**src/rtl/sap_microsequencer_if.sv**
```systemverilog
// Bus between the SAP microsequencer and its datapath.
// Inputs to the sequencer: the IR opcode field, the registered carry and zero flags, and the
// run/single-step controls. Outputs from the sequencer: the control word, the T-state index and
// the status strobes.
//   master : sequencer side (drives ctrl/stage/instr_done/idle/halted)
//   slave  : datapath/front-panel side (drives opcode/flags/run/step_req)
interface sap_microsequencer_if #(
  parameter int unsigned OPCODE_W = 4,
  parameter int unsigned CTRL_W   = 16
);
  logic [OPCODE_W-1:0] opcode;
  logic                flag_c;
  logic                flag_z;
  logic                run;
  logic                step_req;
  logic [CTRL_W-1:0]   ctrl;
  logic [2:0]          stage;
  logic                instr_done;
  logic                idle;
  logic                halted;

  modport master (
    input  opcode, flag_c, flag_z, run, step_req,
    output ctrl, stage, instr_done, idle, halted
  );

  modport slave (
    output opcode, flag_c, flag_z, run, step_req,
    input  ctrl, stage, instr_done, idle, halted
  );
endinterface

```
**src/rtl/sap_microsequencer.sv**
```systemverilog
// SAP-1 style microsequencer with variable-length instructions, an extended ISA
// (LDA/ADD/SUB/STA/LDI/JMP/JC/JZ/OUT/HLT), a sticky halt and run/single-step control.
// Ports:
//   clk   : clock, rising edge
//   rst_n : asynchronous reset, active-low (returns to IDLE immediately)
//   bus   : sequencer side of sap_microsequencer_if (opcode/flags/run/step_req in,
//           ctrl/stage/instr_done/idle/halted out)
// The control word is a combinational decode of the registered T-state, the opcode and the flags,
// so it takes effect in the same cycle as the state it belongs to.
module sap_microsequencer #(
  parameter int unsigned OPCODE_W   = 4,
  parameter int unsigned CTRL_W     = 16,
  parameter bit          UNDEF_HALT = 1'b0
) (
  input  logic                      clk,
  input  logic                      rst_n,
  sap_microsequencer_if.master      bus
);

  // Control word bit positions.
  localparam logic [15:0] OutLoad   = 16'h8000;
  localparam logic [15:0] FlagsLoad = 16'h4000;
  localparam logic [15:0] PcLoad    = 16'h2000;
  localparam logic [15:0] MemWe     = 16'h1000;
  localparam logic [15:0] Hlt       = 16'h0800;
  localparam logic [15:0] PcInc     = 16'h0400;
  localparam logic [15:0] PcEn      = 16'h0200;
  localparam logic [15:0] MarLoad   = 16'h0100;
  localparam logic [15:0] MemEn     = 16'h0080;
  localparam logic [15:0] IrLoad    = 16'h0040;
  localparam logic [15:0] IrEn      = 16'h0020;
  localparam logic [15:0] ALoad     = 16'h0010;
  localparam logic [15:0] AEn       = 16'h0008;
  localparam logic [15:0] BLoad     = 16'h0004;
  localparam logic [15:0] Sub       = 16'h0002;
  localparam logic [15:0] AdderEn   = 16'h0001;

  typedef enum logic [3:0] {
    StIdle, StT0, StT1, StT2, StT3, StT4, StT5, StHalt
  } state_e;

  state_e state_q, state_d;

  logic [OPCODE_W-1:0] op_full;
  logic [3:0]          op_lo;
  logic                op_undef;
  logic                is_nop;
  logic [3:0]          eff_op;
  logic [15:0]         cw;
  logic                done;
  logic [2:0]          stage;

  // Opcode classification. Anything with a bit above [3:0] set, or 8..13, is undefined.
  always_comb begin
    op_full  = bus.opcode;
    op_lo    = op_full[3:0];
    op_undef = ((op_full >> 4) != '0) || ((op_lo >= 4'd8) && (op_lo <= 4'd13));
    is_nop   = op_undef && !UNDEF_HALT;
    // Undefined opcodes alias to HLT when UNDEF_HALT is set.
    eff_op   = (op_undef && UNDEF_HALT) ? 4'hF : op_lo;
  end

  always_comb begin
    state_d = state_q;
    cw      = '0;
    done    = 1'b0;
    stage   = 3'd0;

    unique case (state_q)
      StIdle: begin
        if (bus.run || bus.step_req) state_d = StT0;
      end
      StT0: begin
        stage   = 3'd0;
        cw      = PcEn | MarLoad;
        state_d = StT1;
      end
      StT1: begin
        stage   = 3'd1;
        cw      = PcInc;
        state_d = StT2;
      end
      StT2: begin
        stage = 3'd2;
        cw    = MemEn | IrLoad;
        // Undefined-as-NOP ends the instruction after fetch.
        if (is_nop) done = 1'b1;
        else        state_d = StT3;
      end
      StT3: begin
        stage   = 3'd3;
        state_d = StT4;
        unique case (eff_op)
          4'h0, 4'h1, 4'h2, 4'h3: cw = IrEn | MarLoad;
          4'h4: begin cw = IrEn | ALoad;   done = 1'b1; end
          4'h5: begin cw = IrEn | PcLoad;  done = 1'b1; end
          4'h6: begin cw = bus.flag_c ? (IrEn | PcLoad) : 16'h0000; done = 1'b1; end
          4'h7: begin cw = bus.flag_z ? (IrEn | PcLoad) : 16'h0000; done = 1'b1; end
          4'hE: begin cw = AEn | OutLoad;  done = 1'b1; end
          4'hF: begin cw = Hlt;            state_d = StHalt; end
          // Only reachable for NOP opcodes, which already finished in T2.
          default: done = 1'b1;
        endcase
      end
      StT4: begin
        stage   = 3'd4;
        state_d = StT5;
        unique case (eff_op)
          4'h0:       begin cw = MemEn | ALoad;  done = 1'b1; end
          4'h1, 4'h2: cw = MemEn | BLoad;
          4'h3:       begin cw = AEn | MemWe;    done = 1'b1; end
          default:    done = 1'b1;
        endcase
      end
      StT5: begin
        stage = 3'd5;
        done  = 1'b1;
        if (eff_op == 4'h1)      cw = AdderEn | ALoad | FlagsLoad;
        else if (eff_op == 4'h2) cw = AdderEn | ALoad | FlagsLoad | Sub;
        else                     cw = '0;
      end
      StHalt: begin
        cw = Hlt;
      end
      default: state_d = StIdle;
    endcase

    // Instruction boundary: continue only while run is held.
    if (done) state_d = bus.run ? StT0 : StIdle;
  end

  always_ff @(posedge clk or negedge rst_n) begin
    if (!rst_n) state_q <= StIdle;
    else        state_q <= state_d;
  end

  always_comb begin
    bus.ctrl       = CTRL_W'(cw);
    bus.stage      = stage;
    bus.instr_done = done;
    bus.idle       = (state_q == StIdle);
    bus.halted     = (state_q == StHalt);
  end

endmodule

```
**src/flat_wrapper.sv**
```systemverilog
// flat-port wrapper written by rule: the top's interface ports become plain ports
module sap_microsequencer_flat 
#(
  parameter int unsigned OPCODE_W   = 4,
  parameter int unsigned CTRL_W     = 16,
  parameter bit          UNDEF_HALT = 1'b0
)
  (clk, rst_n, bus_opcode, bus_flag_c, bus_flag_z, bus_run, bus_step_req, bus_ctrl, bus_stage, bus_instr_done, bus_idle, bus_halted);
  sap_microsequencer_if #(.OPCODE_W(OPCODE_W), .CTRL_W(CTRL_W)) bus_i ();
  input  logic clk;
  input  logic rst_n;
  input wire logic [$bits(bus_i.opcode)-1:0] bus_opcode;
  input wire logic [$bits(bus_i.flag_c)-1:0] bus_flag_c;
  input wire logic [$bits(bus_i.flag_z)-1:0] bus_flag_z;
  input wire logic [$bits(bus_i.run)-1:0] bus_run;
  input wire logic [$bits(bus_i.step_req)-1:0] bus_step_req;
  output wire logic [$bits(bus_i.ctrl)-1:0] bus_ctrl;
  output wire logic [$bits(bus_i.stage)-1:0] bus_stage;
  output wire logic [$bits(bus_i.instr_done)-1:0] bus_instr_done;
  output wire logic [$bits(bus_i.idle)-1:0] bus_idle;
  output wire logic [$bits(bus_i.halted)-1:0] bus_halted;
  assign bus_i.opcode = bus_opcode;
  assign bus_i.flag_c = bus_flag_c;
  assign bus_i.flag_z = bus_flag_z;
  assign bus_i.run = bus_run;
  assign bus_i.step_req = bus_step_req;
  assign bus_ctrl = bus_i.ctrl;
  assign bus_stage = bus_i.stage;
  assign bus_instr_done = bus_i.instr_done;
  assign bus_idle = bus_i.idle;
  assign bus_halted = bus_i.halted;
  sap_microsequencer #(.OPCODE_W(OPCODE_W), .CTRL_W(CTRL_W), .UNDEF_HALT(UNDEF_HALT)) u_core (.clk(clk), .rst_n(rst_n), .bus(bus_i));
endmodule
```
**config.mk**
```make
export PLATFORM = sky130hd
export DESIGN_NAME = sap_microsequencer_flat
export DESIGN_NICKNAME = d
export VERILOG_FILES = /design/src/rtl/sap_microsequencer_if.sv /design/src/rtl/sap_microsequencer.sv /design/src/flat_wrapper.sv
export SDC_FILE = /design/constraint.sdc
export NUM_CORES = 1
export LEC_CHECK = 0
export CELL_PAD_IN_SITES_DETAIL_PLACEMENT = 1
export CELL_PAD_IN_SITES_GLOBAL_PLACEMENT = 2
export CORE_MARGIN = 2
export CORE_UTILIZATION = 17
export CTS_CLUSTER_SIZE = 10
export DETAILED_ROUTE_END_ITERATION = 16
export PLACE_DENSITY_LB_ADDON = 0.1
export SLEW_MARGIN = 20
export SYNTH_ARGS = -nofsm -noshare
export SYNTH_HDL_FRONTEND = slang
export SYNTH_SLANG_ARGS = --single-unit
```
**constraint.sdc**
```tcl
create_clock -name clk -period 1.1 [get_ports clk]
set_input_delay 0.11 -clock clk [delete_from_list [all_inputs] [get_ports clk]]
set_output_delay 0.11 -clock clk [all_outputs]
set_load 0.005 [all_outputs]
```
==> impl_metrics.yaml, run 1 <==
setup_path:
  path_class: "flop to primary output"
  crit_top_cell: "buf_6"
  arrival_ps: 1550
  cp_max_fo: 5
  path_buf_inv: 2
  crit_required_ps: 990
  critPathMaxStageDelay_ps: 460
  end_kind: "primary output"
  worstSetupStartpointType: "flop"
  worst_path_dominant_cell_family: "flip-flops"
  path_cells: "buf_6, nor2b_4, a31o_1, mux2_4, buf_6"
  cp_slowest_cell: "dfrtp_2"
grt:
  grt_max_degree: 9
  grt_pass1_wl_mm: 4.540
  grt_antenna_before_repair: 0
  overflow: 0
  grt_util_all_layers_pct: 15.86
  first_global_vias: 979
logic_synthesis:
  yosysUniqueCellTypes: 39
  synth_edf_count: 0
  synthCells: 80
  synth_fp_nets: 90
  syn_avg_cell_area_um2: 7.085
  async_flop_share_pct: 100.0
  yosysSeqAreaShare_pct: 13.25
  ys.flop_type: "dfrtp_1"
  syn_area_um2: 566.8
  yosys_warnings: 0
  ys_ff_latch: 3
detailed_routing:
  firstDrtPassIters: 4
  viasPerCell: 4.407
  wl_per_cell_um: 13.67
  drt_wl_total_mm: 2.788
  routed.top_layer: "met4"
  dr_wl_met2_mm: 1.630
  met1Wirelength_mm: 1.023
  drt_iter0_markers: 7
  routed-via-count: 899
  ant_nets: 0
  route.detailed.drc: 0
  met3_wirelength_um: 113
finish:
  reg_top3: "u_core.state_q: 3 flops"
  fin_nets: 171
  drive_gt1_share_pct: 72.50
  final_cell_mix: "33 x buf_6, 22 x buf_4, 18 x buf_2"
  regMostFlops: "u_core.state_q"
  antenna-diode-count: 0
  final_common_cell: "buf_6"
  largest_register_ff_count: 3
  syn2layout_area_growth_pct: 168.9
clocking:
  root_buffer: "clkbuf_4"
  clk_pin_slew_worst_paths_ps: 40
  clock-sinks: 3
  cts_buffers: 3
  cts_tree: "built"
  cts.path.max_buffers: 2
  clk_latency_ps: 230
  htree_levels: 1
power:
  leakagePower_nw: 0.6947
  p_per_area_mw_per_mm2: 2503
  peakVddDrop_mv: 0.4903
run:
  max-cap-violations: 0
placement:
  gp_congestion: 0.7844
  hpwl_mm: 1.832
  io_buffers: 31
timing:
  tightest_slew_ps: 312.0
  fin_crit_sh_pct: 150.9
  fin_skew_ps: 7.241
  fin_crit_ps: 1660
  fin_ws_ps: -559.9
  fmax_mhz: 602.4
  tns_ps: -9494
  grt_setup_unrepaired: "true"
  slew_violations: 0
  holdWs_ps: 57.00
  maxSlewHeadroom_pct: 78.98
  final_hold_viol_count: 0
  setup_viol: 25
floorplan:
  die_height_um: 61.74
  core_area_mm2: 0.003103
  fp.dieW_um: 61.74
  top_level_ports: 32
  dieArea_mm2: 0.003812
  rows: 20
  initial_core_util_pct: 18.27
status:
  status: "complete, but fails checks"
  violations: "negative setup slack"
hold_path:
  min_path_type: "input pin to async pin"
metal layers:
layer | up-vias | GRT usage (%)
met3 | 2 | 0.6211
li1 | 440 | -
met4 | 0 | 3.040
met2 | 29 | 33.38
met1 | 428 | 17.15
met5 | - | 0
where the power goes:
part	internal [W]	switching, W
Clock	0.000136	0.0000566
Sequential	0.000175	0.000138
Combinational	0.00202	0.00129
Total	0.00233	0.00149
stage by stage:
step / area [um^2] / total power, W / instances / worst slack, ps / utilization [%]
after floorplan: 590.6 / 0.001168 / 80 / -124.9 / -
after global placement: 1105 / 0.002173 / 176 / -857.8 / 35.60
after detailed placement: 1105 / 0.002196 / 176 / -914.0 / 35.60
after CTS: 1439 / 0.003339 / 199 / -544.8 / 46.37
after global routing: 1524 / 0.004074 / 204 / -597.7 / 49.11
final: 1524 / 0.003814 / 204 / -559.9 / 49.11
cells by family (layout without fill, tap and decap cells):
family                 after synthesis  after routing  share of synthesized area, %
buffers and inverters                8             88                         10.37
flip-flops                           3              3                         13.24
XOR/XNOR                             1              1                         2.871
AO/OA/AOI/OAI                       21             21                         22.96
AND/OR/NAND/NOR                     44             44                         44.15
multiplexers                         3              3                         6.401
area by class of cell:
type / count / area [um^2]
fillers: 398 / 1579
inverters: 1 / 3.754
well taps: 44 / 55.05
multi-input cells: 69 / 639.4
flip-flops and latches: 3 / 77.57
repair buffers: 83 / 721.9
clock buffers: 4 / 26.28
worst paths after layout:
kind / from / endpoint / slack [ps] / cells after the start
setup / recovery: u_core.state_q[2]$_DFFE_PN0P_ / bus_instr_done / -560 / 5
hold / removal: rst_n / u_core.state_q[1]$_DFFE_PN0P_ / 60 / 1
setup reg to reg: u_core.state_q[2]$_DFFE_PN0P_ / u_core.state_q[1]$_DFFE_PN0P_ / -420 / 9
hold reg to reg: u_core.state_q[0]$_DFFE_PN0P_ / u_core.state_q[2]$_DFFE_PN0P_ / 850 / 3
max in group asynchronous: rst_n / u_core.state_q[0]$_DFFE_PN0P_ / 880 / 1
min in group clk: bus_opcode[0] / u_core.state_q[1]$_DFFE_PN0P_ / 530 / 4
cells in the mapped netlist (2+ instances only):
| master | instances | share of area, % |
|---|---|---|
| nand4_1 | 2 | 2.2 |
| o22ai_1 | 2 | 2.2 |
| nand3b_1 | 4 | 5.3 |
| dfrtp_1 | 3 | 13 |
| a21oi_1 | 5 | 4.4 |
| buf_6 | 2 | 4.0 |
| buf_2 | 2 | 1.8 |
| nand2_1 | 5 | 3.3 |
| nor2b_1 | 3 | 3.3 |
| nor2_1 | 11 | 7.3 |
| and2_1 | 2 | 2.2 |
| nand3_1 | 2 | 1.8 |
| buf_4 | 3 | 4.0 |
| nand2b_1 | 3 | 3.3 |
| nor2_2 | 3 | 3.3 |
| a31oi_1 | 2 | 2.2 |
| o21ai_0 | 4 | 3.5 |
timing repair:
item | in CTS | in global routing
buffers inserted | 26 | 14
hold buffers | 0 | 0
resized for setup | 142 | 28
pin swaps | 21 | 15
setup endpoints to repair | 25 | 25
(Power assumes the default switching activity.)
==> run 2, diff against run 1 <==
CTS_CLUSTER_DIAMETER = 200   (was unset)
==> results of run 2 <==
Final layout, timing and power as in run 1 (identical DEF).
==> run 3, diff against run 2 <==
GPL_ROUTABILITY_DRIVEN = 0   (was unset)
RECOVER_POWER = 100   (was unset)
==> impl_metrics.yaml, run 3 (synthesis gave the netlist of run 1 again) <==
power:
  switchingPower_w: 0.001486
  p_per_area_mw_per_mm2: 2502
  pwr-share-comb_pct: 86.7
  peakVddDrop_mv: 0.4903
  leakagePower_nw: 0.6949
  clockPowerShare_pct: 5.0
  intPower_w: 0.002327
  swShare_pct: 38.96
  power.share.sequential_pct: 8.2
timing:
  fin_crit_ps: 1660
  grt_setup_unrepaired: "true"
  holdWs_ps: 126.5
  tightest_slew_ps: 312.0
  maxSlewHeadroom_pct: 78.98
  slew_violations: 0
  setup_viol: 25
  fin_crit_sh_pct: 150.9
  fin_skew_ps: 7.241
  fin_ws_ps: -559.9
  final_hold_viol_count: 0
  fmax_mhz: 602.4
floorplan:
  core_area_mm2: 0.003103
  dieArea_mm2: 0.003812
  rows: 20
  fp.dieW_um: 61.74
  die_height_um: 61.74
  initial_core_util_pct: 18.27
  top_level_ports: 32
finish:
  drive_gt1_share_pct: 72.50
  fin_util_pct: 49.11
  final_common_cell: "buf_6"
  largest_register_ff_count: 3
  final_cell_mix: "33 x buf_6, 22 x buf_4, 18 x buf_2"
  syn2layout_area_growth_pct: 168.9
  antenna-diode-count: 0
  fillers: 398
  fin_nets: 171
  reg_top3: "u_core.state_q: 3 flops"
  regMostFlops: "u_core.state_q"
  regArea_um2: 77.57
  multiInputGateArea_um2: 639.4
setup_path:
  arrival_ps: 1550
  critPathMaxStageDelay_ps: 460
  cp_slowest_cell: "dfrtp_2"
  path_cells: "buf_6, nor2b_4, a31o_1, mux2_4, buf_6"
  cp_max_fo: 5
  end_kind: "primary output"
  worst_path_dominant_cell_family: "flip-flops"
  crit_required_ps: 990
  worstSetupStartpointType: "flop"
  worst-r2r-setup-slack_ps: -420
  path_buf_inv: 2
  crit_top_cell: "buf_6"
  path_class: "flop to primary output"
hold_path:
  min_path_type: "input pin to async pin"
grt:
  grt_util_all_layers_pct: 15.86
  overflow: 0
  grt_pass1_wl_mm: 4.540
  grt_antenna_before_repair: 0
  first_global_vias: 979
  grt_max_degree: 9
clocking:
  cts.path.max_buffers: 2
  root_buffer: "clkbuf_4"
  clk_pin_slew_worst_paths_ps: 40
  clk_latency_ps: 230
  cts_tree: "built"
  clock-sinks: 3
  cts_buffers: 3
  htree_levels: 1
detailed_routing:
  firstDrtPassIters: 4
  viasPerCell: 4.407
  ant_nets: 0
  route.detailed.drc: 0
  wl_per_cell_um: 13.67
  drt_iter0_markers: 7
  drt_wl_total_mm: 2.788
  routed-via-count: 899
status:
  status: "complete, but fails checks"
  violations: "negative setup slack"
run:
  max-cap-violations: 0
placement:
  io_buffers: 31
  hpwl_mm: 1.832
## run 3: per-stage QoR
| step | setup slack (ps) | setup TNS [ps] | instance area, um^2 | total power (W) | cells |
|---|---|---|---|---|---|
| after floorplan | -124.9 | -383.6 | 590.6 | 0.001168 | 80 |
| after global placement | -857.8 | -15950 | 1105 | 0.002173 | 176 |
| after detailed placement | -914.0 | -16310 | 1105 | 0.002196 | 176 |
| after CTS | -544.8 | -9334 | 1439 | 0.003339 | 199 |
| after global routing | -597.7 | -10990 | 1524 | 0.004073 | 204 |
| final | -559.9 | -9494 | 1524 | 0.003813 | 204 |
## run 3: worst paths after layout
path                                          startpoint                            end  depth (start not counted)
max in group asynchronous                          rst_n  u_core.state_q[0]$_DFFE_PN0P_                          1
hold reg to reg            u_core.state_q[0]$_DFFE_PN0P_  u_core.state_q[2]$_DFFE_PN0P_                          3
setup / recovery           u_core.state_q[2]$_DFFE_PN0P_                 bus_instr_done                          5
min in group clk                           bus_opcode[0]  u_core.state_q[1]$_DFFE_PN0P_                          4
hold / removal                                     rst_n  u_core.state_q[1]$_DFFE_PN0P_                          1
setup reg to reg           u_core.state_q[2]$_DFFE_PN0P_  u_core.state_q[1]$_DFFE_PN0P_                          9
## run 3: power by group through the flow
stage               clock network (W)  logic [W]  registers, W
floorplan                           0   0.000931      0.000237
global placement                    0    0.00187      0.000303
detailed placement                  0    0.00189      0.000306
CTS                          0.000195    0.00284      0.000304
global route                 0.000208    0.00354      0.000324
finish                       0.000193    0.00331      0.000313
## run 3: layout make-up
cell class / count / share of cell area [%]
timing repair buffer: 83 / 47.37
multi-input combinational: 69 / 41.95
sequential: 3 / 5.090
tap: 44 / 3.612
clock buffer: 4 / 1.724
inverter: 1 / 0.2463
## run 3: routing by layer
metal | share of wire (%) | GRT usage, % | vias up
met5 | 0 | 0 | -
met4 | 0.75 | 3.040 | 0
met3 | 4.1 | 0.6211 | 2
met2 | 58 | 33.38 | 29
met1 | 37 | 17.15 | 428
li1 | - | - | 440
## run 3: what timing repair did
item	in CTS	in global routing
pin swaps	21	15
buffers inserted	26	14
gates resized for setup	142	28
setup endpoints to repair	25	25
hold buffers	0	0
